$ cat src/rtl/str_pkg.sv
// Shared limits and state encoding for the string reverse responder and its checkers.
// Latency: n/a (types and constants only).
// Backpressure: n/a.
package str_pkg;

    localparam int MAX_LEN_DEF = 64;  // longest string accepted without overflow
    localparam int CHAR_W_DEF  = 8;   // bits per character

    // Data value carried on the single-beat overflow response.
    localparam logic [CHAR_W_DEF-1:0] ERR_CHAR = '0;

    typedef enum logic [2:0] {
        IDLE,   // buffer empty, waiting for the first character
        RECV,   // collecting characters
        SEND,   // returning stored characters newest-first
        DROP,   // overflowed; discarding until the end of the string
        ERR     // presenting the overflow response
    } str_state_t;

endpackage

$ cat src/rtl/str_lifo_mem.sv
// Character store: register array with one synchronous write port and one combinational read port.
// Latency: write visible on the read port the cycle after wr_en; read is combinational.
// Backpressure: none, the owner decides when to write and what to read.
//
// Ports:
//   clk      rising-edge clock
//   wr_en    write strobe
//   wr_addr  write slot
//   wr_data  character to store
//   rd_addr  read slot
//   rd_data  character at rd_addr
module str_lifo_mem
    import str_pkg::*;
#(
    parameter int   DEPTH = MAX_LEN_DEF,
    parameter int   WIDTH = CHAR_W_DEF,
    localparam int  AW    = (DEPTH > 1) ? $clog2(DEPTH) : 1
) (
    input  logic             clk,
    input  logic             wr_en,
    input  logic [AW-1:0]    wr_addr,
    input  logic [WIDTH-1:0] wr_data,
    input  logic [AW-1:0]    rd_addr,
    output logic [WIDTH-1:0] rd_data
);

    // Deliberately not reset: the owner never reads a slot it has not written.
    logic [WIDTH-1:0] mem [DEPTH];

    always_ff @(posedge clk) begin
        if (wr_en) begin
            mem[wr_addr] <= wr_data;
        end
    end

    assign rd_data = mem[rd_addr];

endmodule

$ cat src/rtl/string_reverse_responder.sv
// Buffers a character string and returns it reversed, with its length, or a single error beat on overflow.
// Latency: first output beat the cycle after the last input handshake; L beats in L cycles with out_ready high.
// Backpressure: in_ready low for the whole response; output beats hold stable while out_ready is low.
//
// Ports:
//   clk, rst                          clock, asynchronous active-high reset
//   in_valid/in_ready/in_data/in_last input character stream, in_last on the final character
//   out_valid/out_ready/out_data      output character stream, newest character first
//   out_last                          final beat of a response
//   out_len                           string length, constant across a response (0 on error)
//   out_err                           overflow response (single beat)
module string_reverse_responder
    import str_pkg::*;
#(
    parameter int  MAX_LEN = MAX_LEN_DEF,
    parameter int  CHAR_W  = CHAR_W_DEF,
    localparam int LEN_W   = $clog2(MAX_LEN + 1)
) (
    input  logic              clk,
    input  logic              rst,
    input  logic              in_valid,
    output logic              in_ready,
    input  logic [CHAR_W-1:0] in_data,
    input  logic              in_last,
    output logic              out_valid,
    input  logic              out_ready,
    output logic [CHAR_W-1:0] out_data,
    output logic              out_last,
    output logic [LEN_W-1:0]  out_len,
    output logic              out_err
);

    localparam int AW = (MAX_LEN > 1) ? $clog2(MAX_LEN) : 1;

    str_state_t        state, state_nxt;
    logic [LEN_W-1:0]  wr_cnt, wr_cnt_nxt;
    logic [LEN_W-1:0]  len, len_nxt;
    logic [AW-1:0]     rd_ptr, rd_ptr_nxt;
    logic              mem_we;
    logic [CHAR_W-1:0] rd_data;

    str_lifo_mem #(
        .DEPTH (MAX_LEN),
        .WIDTH (CHAR_W)
    ) u_mem (
        .clk     (clk),
        .wr_en   (mem_we),
        .wr_addr (wr_cnt[AW-1:0]),
        .wr_data (in_data),
        .rd_addr (rd_ptr),
        .rd_data (rd_data)
    );

    always_ff @(posedge clk or posedge rst) begin
        if (rst) begin
            state  <= IDLE;
            wr_cnt <= '0;
            len    <= '0;
            rd_ptr <= '0;
        end else begin
            state  <= state_nxt;
            wr_cnt <= wr_cnt_nxt;
            len    <= len_nxt;
            rd_ptr <= rd_ptr_nxt;
        end
    end

    always_comb begin
        state_nxt  = state;
        wr_cnt_nxt = wr_cnt;
        len_nxt    = len;
        rd_ptr_nxt = rd_ptr;
        mem_we     = 1'b0;
        in_ready   = 1'b0;
        out_valid  = 1'b0;
        out_data   = '0;
        out_last   = 1'b0;
        out_len    = '0;
        out_err    = 1'b0;

        case (state)
            IDLE, RECV: begin
                in_ready = 1'b1;
                if (in_valid) begin
                    if (wr_cnt < LEN_W'(MAX_LEN)) begin
                        mem_we     = 1'b1;
                        wr_cnt_nxt = wr_cnt + LEN_W'(1);
                        if (in_last) begin
                            state_nxt  = SEND;
                            len_nxt    = wr_cnt + LEN_W'(1);
                            // Newest character sits in the slot just written.
                            rd_ptr_nxt = wr_cnt[AW-1:0];
                        end else begin
                            state_nxt  = RECV;
                        end
                    end else begin
                        // Buffer already full: this character is one too many.
                        state_nxt = in_last ? ERR : DROP;
                    end
                end
            end

            DROP: begin
                in_ready = 1'b1;
                if (in_valid && in_last) begin
                    state_nxt = ERR;
                end
            end

            SEND: begin
                out_valid = 1'b1;
                out_data  = rd_data;
                out_len   = len;
                out_last  = (rd_ptr == '0);
                if (out_ready) begin
                    if (rd_ptr == '0) begin
                        state_nxt  = IDLE;
                        wr_cnt_nxt = '0;
                    end else begin
                        rd_ptr_nxt = rd_ptr - AW'(1);
                    end
                end
            end

            ERR: begin
                out_valid = 1'b1;
                out_err   = 1'b1;
                out_last  = 1'b1;
                out_data  = CHAR_W'(ERR_CHAR);
                if (out_ready) begin
                    state_nxt  = IDLE;
                    wr_cnt_nxt = '0;
                end
            end

            default: begin
                state_nxt  = IDLE;
                wr_cnt_nxt = '0;
            end
        endcase
    end

endmodule

$ cat config.mk
export PLATFORM = sky130hd
export DESIGN_NAME = string_reverse_responder
export DESIGN_NICKNAME = d
export VERILOG_FILES = /design/src/rtl/str_pkg.sv /design/src/rtl/str_lifo_mem.sv /design/src/rtl/string_reverse_responder.sv
export SDC_FILE = /design/constraint.sdc
export NUM_CORES = 1
export LEC_CHECK = 0
export ABC_AREA = 1
export CAP_MARGIN = 25
export CORE_ASPECT_RATIO = 0.9
export CORE_MARGIN = 10
export CORE_UTILIZATION = 67
export DETAILED_ROUTE_END_ITERATION = 16
export PLACE_DENSITY = 0.83
export SYNTH_ARGS = -nofsm -noshare
export SYNTH_HDL_FRONTEND = slang
export SYNTH_HIERARCHICAL = 1
export SYNTH_SLANG_ARGS = --single-unit
export TNS_END_PERCENT = 20
$ cat constraint.sdc
create_clock -name clk -period 5.7 [get_ports clk]
set_clock_uncertainty 0.2 [all_clocks]
set_input_delay 0.855 -clock clk [delete_from_list [all_inputs] [get_ports clk]]
set_output_delay 0.855 -clock clk [all_outputs]
set_load 0.02 [all_outputs]
==> results of run 1 <==
==> flip-flops by register name (all words and copies together), names as in the netlist <==
register and cells:
u_mem/mem 512, len 7, wr_cnt 7, rd_ptr 6, state 3
==> metal layers <==
metal	global-route usage	vias to the layer above
met3	0.06007	162
met5	0	-
li1	-	7033
met1	0.3342	7475
met4	0.09773	0
met2	0.3948	1054
==> worst min path at each step <==
stage | endpoint | slack [ns] | depth (start not counted)
floorplan | len[0] | 0.25 | 2
global placement | len[2] | 0.27 | 2
detailed placement | len[2] | 0.28 | 2
CTS | len[2] | 0.30 | 2
global route | len[0] | 0.33 | 2
finish | len[0] | 0.29 | 2
==> layout make-up <==
class,instances,area [um2]
sequential,535,15960
fill,2053,8502
multi-input combinational,1321,5744
clock buffer,73,1400
timing repair buffer,66,583.1
tap,455,569.3
inverter,55,216.5
clock inverter,20,211.5
==> logic make-up after synthesis <==
logic type               Yosys count  share of synthesized area
AND/OR/NAND/NOR                 1295                     0.2453
flip-flops                       535                     0.7013
buffers and inverters            172                    0.04610
AO/OA/AOI/OAI                     21                   0.004841
adder cells (fa/ha/maj)            3                   0.001651
XOR/XNOR                           2                  0.0007703
==> worst max-delay path, delay by kind of cell, from the launching register on <==
family / cells / cell delay [ns]
AND/OR/NAND/NOR: 9 / 1.09
flip-flops: 1 / 0.58
buffers and inverters: 4 / 1.68
==> metrics by stage <==
step	area, um2	hold WS [ns]
final	24680	0.2907
after floorplan	22740	0.2530
after global placement	23050	0.2693
after global routing	24680	0.3315
after detailed placement	23070	0.2822
after CTS	24680	0.2961
==> placed cells by master, fill, tap and decap left out, drive strengths merged <==
cell type / instances
nand3b: 1
clkinvlp: 1
clkbuf: 73
o21a: 1
o21ai: 16
nand2: 723
edfxtp: 512
xor2: 1
a21oi: 2
a31oi: 2
xnor2: 1
buf: 43
clkdlybuf4s50: 23
bufinv: 4
nand3: 455
nor2: 94
dfrtp: 23
ha: 3
inv: 55
clkinv: 15
nor3: 1
nand4: 13
nor4: 8
==> power by group <==
| group | total, mW | switching [mW] | internal (mW) |
|---|---|---|---|
| clock network | 3.28 | 1.40 | 1.89 |
| registers | 4.57 | 0.149 | 4.43 |
| logic | 3.50 | 2.50 | 1.00 |
| total | 11.4 | 4.04 | 7.31 |
==> out/results.ini, run 1 <==
[grt]
first_global_vias=15115
grt_antenna_before_repair=0
grt_max_degree=138
grt_pass1_wl_mm=83.43
grt_util_all_layers=0.2509
grt_overflow=0

[critical_path]
crit_path_start_kind=register
endpoint=out_data[4]
crit_path_start=rd_ptr[0]
cp.arrival_ns=3.97
crit_type=reg -> out
r2r_slack_ns=1.41
r2r-end=u_mem/mem[27][0]
cp_max_fo=78
critical_path.max_stage_delay_ns=0.68
critPathRequiredTime_ns=4.64
slowest_stage=clkdlybuf4s50_1
cp-end-kind=output port
cp_cell_sequence=inv_6 > buf_4 > nand2_1 > nand3_1 > nand3_1 > nand2_1 > nand2_1 > nand3_1 > nand3_1 > nand2_1 > inv_1 > nor2_1 > clkdlybuf4s50_1
r2r_start=state[1]
rr_worst_depth=5

[pwr]
powerDensity_nw_per_um2=460.2
power.total_mw=11.36
vdd_ir_drop_max_mv=0.3498
power_leakage_nw=9.069

[sta]
maxSlewViolCount=0
setup_viol=0
fin_crit_sh=0.8820
timing.fmax_mhz=198.9
max_slew_margin=0.3104
hold_violations=0
tightest_slew_ns=1.027
timing.final.crit_period_ns=5.028
setup_tns_ns=0
grt_setup_unrepaired=false
setup_slack_ns=0.6724

[synthesis]
ys_ff_latch=535
ys_top_cells_by_area=edfxtp_1 (68%), nand2_1 (12%), nand3_1 (9.9%), dfrtp_1 (2.5%), buf_6 (1.8%)
ys_warn_count=6
synth_edf_count=512
synth_ff_type=edfxtp_1
syn_avg_cell_area_um2=11.21
synth-seq-area-share=0.7013
ys_types=34
syn_nets=2044
synthTopCellsByCount=nand2_1 (718), edfxtp_1 (512), nand3_1 (452)
syn_area_um2=22740
post-synth-top-area-cell=edfxtp_1
synth_most_common_cell=nand2_1
syn_inst=2028
synth_top_area_frac=0.6760
async_flop_share=0.04299

[detailed_routing]
drc=0
top_layer=met4
wl_met3_mm=7.016
ant_nets=0
viasPerCell=6.227
wl_met2_mm=24.87
drtIter0Drc=1852
wirelength_met1_mm=20.01
drt_pass1_iterations=6
vias=15724
routedWlPerCell_um=21.27
drt_wl_total_mm=53.72

[floorplanning]
ios=32
initial_utilization=0.6853
rows=63
die_h_um=194.8
die_area_um2=41720
core_um2=33190
dieWidth_um=214.2

[placement]
finalWeightedCongestion=0.9228
place_hpwl_mm=30.61
io_buffer_count=31
dp.cells=2432
place_ws_ns=1.214

[clock_tree]
numCtsBuffers=51
hold_buffers=0
clk_pin_slew_ns=0.06
clockBufferDepth=3
clkSinkCount=535
cts_root_buffer=clkbuf_16
cts_resized=0
cts_setup_buffers=0
cts_htree_levels=2
cts_tree=done
clock_latency_ns=0.58

[cells_and_area]
drive_above_1_share=0.06522
final_cells=2525
utilization=0.7438
syn_to_final_growth_pct=8.533
antenna_cells=0
nets=2046

[worst_hold_path]
hold_path_class=reg -> reg
worstHoldStart=len[0]

[run]
max_cap_viol_count=0

[run_status]
status=finished clean

Note: power is estimated with default switching activity, not from simulation.
==> run 2, diff against run 1 <==
--- a/config.mk
+++ b/config.mk
@@ -12,6 +12,8 @@
 export CORE_UTILIZATION = 67
 export DETAILED_ROUTE_END_ITERATION = 16
 export PLACE_DENSITY = 0.83
+export SKIP_CTS_REPAIR_TIMING = 1
+export SLEW_MARGIN = 25
 export SYNTH_ARGS = -nofsm -noshare
 export SYNTH_HDL_FRONTEND = slang
 export SYNTH_HIERARCHICAL = 1
==> run 2 against run 1 <==
Effect of this change:
- non-clock buffer count is 1 lower
- power is 0.14% higher
- global-route usage is 0.15 points higher
- combinational power hardly changed
- clock power hardly changed
- first-iteration DRC count is 12% higher
- maximum frequency hardly changed
- via count is 0.81% lower
- wire length is 0.14% higher
- largest power group unchanged
==> out/results.ini, run 2 (same netlist as run 1, synthesis figures left out) <==
[run_status]
status=finished clean

[cells_and_area]
largest_reg_flops=512  ; unchanged
final_common_cell=nand2_1
syn_to_final_growth_pct=8.538  ; about the same
largestRegisters=u_mem/mem (512), len (7), wr_cnt (7)
drive_above_1_share=0.07057  ; +0.005348
nets=2045  ; -0.049%
finalInstanceArea_um2=24680  ; about the same
top_register=u_mem/mem
mostFrequentLayoutCells=nand2_1 (718), edfxtp_1 (512), nand3_1 (452)
antenna_cells=0  ; unchanged

[critical_path]
r2r_start=state[1]
path_buf_inv=4  ; unchanged
cp.arrival_ns=3.97  ; about the same
cp_max_fo=78  ; unchanged
critical_path.max_stage_delay_ns=0.67  ; about the same
crit_path_start=rd_ptr[0]
cp-end-kind=output port
crit_path_start_kind=register
crit_family=buffers and inverters
crit_type=reg -> out
cp_cell_sequence=inv_6 > buf_4 > nand2_1 > nand3_1 > nand3_1 > nand2_1 > nand2_1 > nand3_1 > nand3_1 > nand2_1 > inv_1 > nor2_1 > clkdlybuf4s50_1
slowest_stage=clkdlybuf4s50_1
r2r_slack_ns=1.87  ; +0.46 ns
critPathRequiredTime_ns=4.64  ; about the same

[grt]
grt_util_all_layers=0.2524  ; +0.001472
grt_overflow=0  ; unchanged
grt_antenna_before_repair=0  ; unchanged
first_global_vias=14925  ; -1.3%
grt_pass1_wl_mm=83.69  ; +0.31%
grt_max_degree=138  ; unchanged

[clock_tree]
clkSinkCount=535  ; unchanged
clock_latency_ns=0.57  ; about the same
cts_root_buffer=clkbuf_16
numCtsBuffers=51  ; unchanged
cts_tree=done
clk_pin_slew_ns=0.07  ; about the same
clockBufferDepth=3  ; unchanged
cts_htree_levels=2  ; unchanged

[floorplanning]
die_area_um2=41720  ; unchanged
die_h_um=194.8  ; unchanged
ios=32  ; unchanged
dieWidth_um=214.2  ; unchanged
core_um2=33190  ; unchanged
initial_utilization=0.6853  ; unchanged
rows=63  ; unchanged

[sta]
fin_crit_sh=0.8813  ; about the same
grt_setup_unrepaired=false
max_slew_margin=0.3331  ; +0.02270
timing.final.crit_period_ns=5.023  ; -0.004281 ns
maxSlewViolCount=0  ; unchanged
tightest_slew_ns=0.9993  ; -0.02726 ns
hold_violations=0  ; unchanged
timing.fmax_mhz=199.1  ; about the same
setup_viol=0  ; unchanged
setup_tns_ns=0  ; unchanged

[pwr]
power.total_mw=11.37  ; +0.14%
vdd_ir_drop_max_mv=0.3184  ; -9.0%
power_leakage_nw=9.078  ; +0.10%
powerDensity_nw_per_um2=460.8  ; +0.13%

[placement]
place_hpwl_mm=30.47  ; -0.44%
finalWeightedCongestion=0.9228  ; unchanged
io_buffer_count=31  ; unchanged
dpl_cell_area_um2=23050  ; about the same

[detailed_routing]
ant_nets=0  ; unchanged
viasPerCell=6.179  ; -0.77%
drt_wl_total_mm=53.79  ; +0.14%
drt_pass1_iterations=8  ; +2
vias=15597  ; -0.81%
drtIter0Drc=2083  ; +12%
drc=0  ; unchanged
routedWlPerCell_um=21.31  ; +0.18%

[worst_hold_path]
hold_path_class=reg -> reg
worstHoldStart=len[3]

[run]
max_cap_viol_count=0  ; unchanged

-- run 2: cell count changes in the layout (fill, tap and decap cells not counted), sizes merged --
cell,change
clkbuf,-17
clkinv,+13
clkinvlp,+3
buf,-1
inv,+1
-- run 2: path summary, 6_finish.rpt --
path	endpoint	cells after the start
min in group asynchronous	rd_ptr[4]	2
worst min register to register	len[3]	2
max in group asynchronous	rd_ptr[1]	2
worst min-delay path	len[3]	2
worst max-delay path	out_data[4]	13
worst max register to register	u_mem/mem[43][0]	5
-- run 2: cell type report --
class / count / area [um2]
inverter: 55 / 216.5
multi-input combinational: 1321 / 5749
fill: 2035 / 8501
timing repair buffer: 65 / 565.5
clock inverter: 37 / 309.0
clock buffer: 56 / 1316
tap: 455 / 569.3
sequential: 535 / 15960
-- run 2: report_power, final --
group / leakage [nW] / internal (mW) / switching, mW
sequential: 4.90 / 4.42 / 0.150
combinational: 3.38 / 1.00 / 2.52
clock: 0.801 / 1.85 / 1.43
total: 9.08 / 7.28 / 4.10
-- run 2: through the flow --
step | utilization | hold slack (ns) | cells | setup WS [ns]
after CTS | 0.7437 | 0.2962 | 2524 | 0.7321
final | 0.7438 | 0.2914 | 2524 | 0.6766
after global routing | 0.7438 | 0.3313 | 2524 | 0.5391
after floorplan | - | 0.2530 | 2028 | 2.672
after global placement | 0.6946 | 0.2693 | 2431 | 1.354
after detailed placement | 0.6947 | 0.2817 | 2431 | 1.215
-- run 2: per-layer routing --
metal	share of wire	track usage	wire length, um	vias up
met4	0.029	0.07787	1537	0
met5	0	0	0	-
li1	-	-	-	7038
met1	0.38	0.3402	20330	7385
met3	0.12	0.05154	6665	139
met2	0.47	0.4085	25260	1035
-- run 2: tightest hold or removal path, delay by kind of cell, from the launching register on --
family	cells	cell delay (ns)
simple gates	1	0.05
compound gates	1	0.06
flops	1	0.35
==> run 3, diff against run 2 <==
--- a/config.mk
+++ b/config.mk
@@ -6,10 +6,12 @@
 export NUM_CORES = 1
 export LEC_CHECK = 0
 export ABC_AREA = 1
+export ABC_CLOCK_PERIOD_IN_PS = 5700
 export CAP_MARGIN = 25
 export CORE_ASPECT_RATIO = 0.9
 export CORE_MARGIN = 10
 export CORE_UTILIZATION = 67
+export CTS_CLUSTER_DIAMETER = 120
 export DETAILED_ROUTE_END_ITERATION = 16
 export PLACE_DENSITY = 0.83
 export SKIP_CTS_REPAIR_TIMING = 1
==> results of run 3 <==
Same layout as run 2: the final DEF is identical, and so are final timing and power.
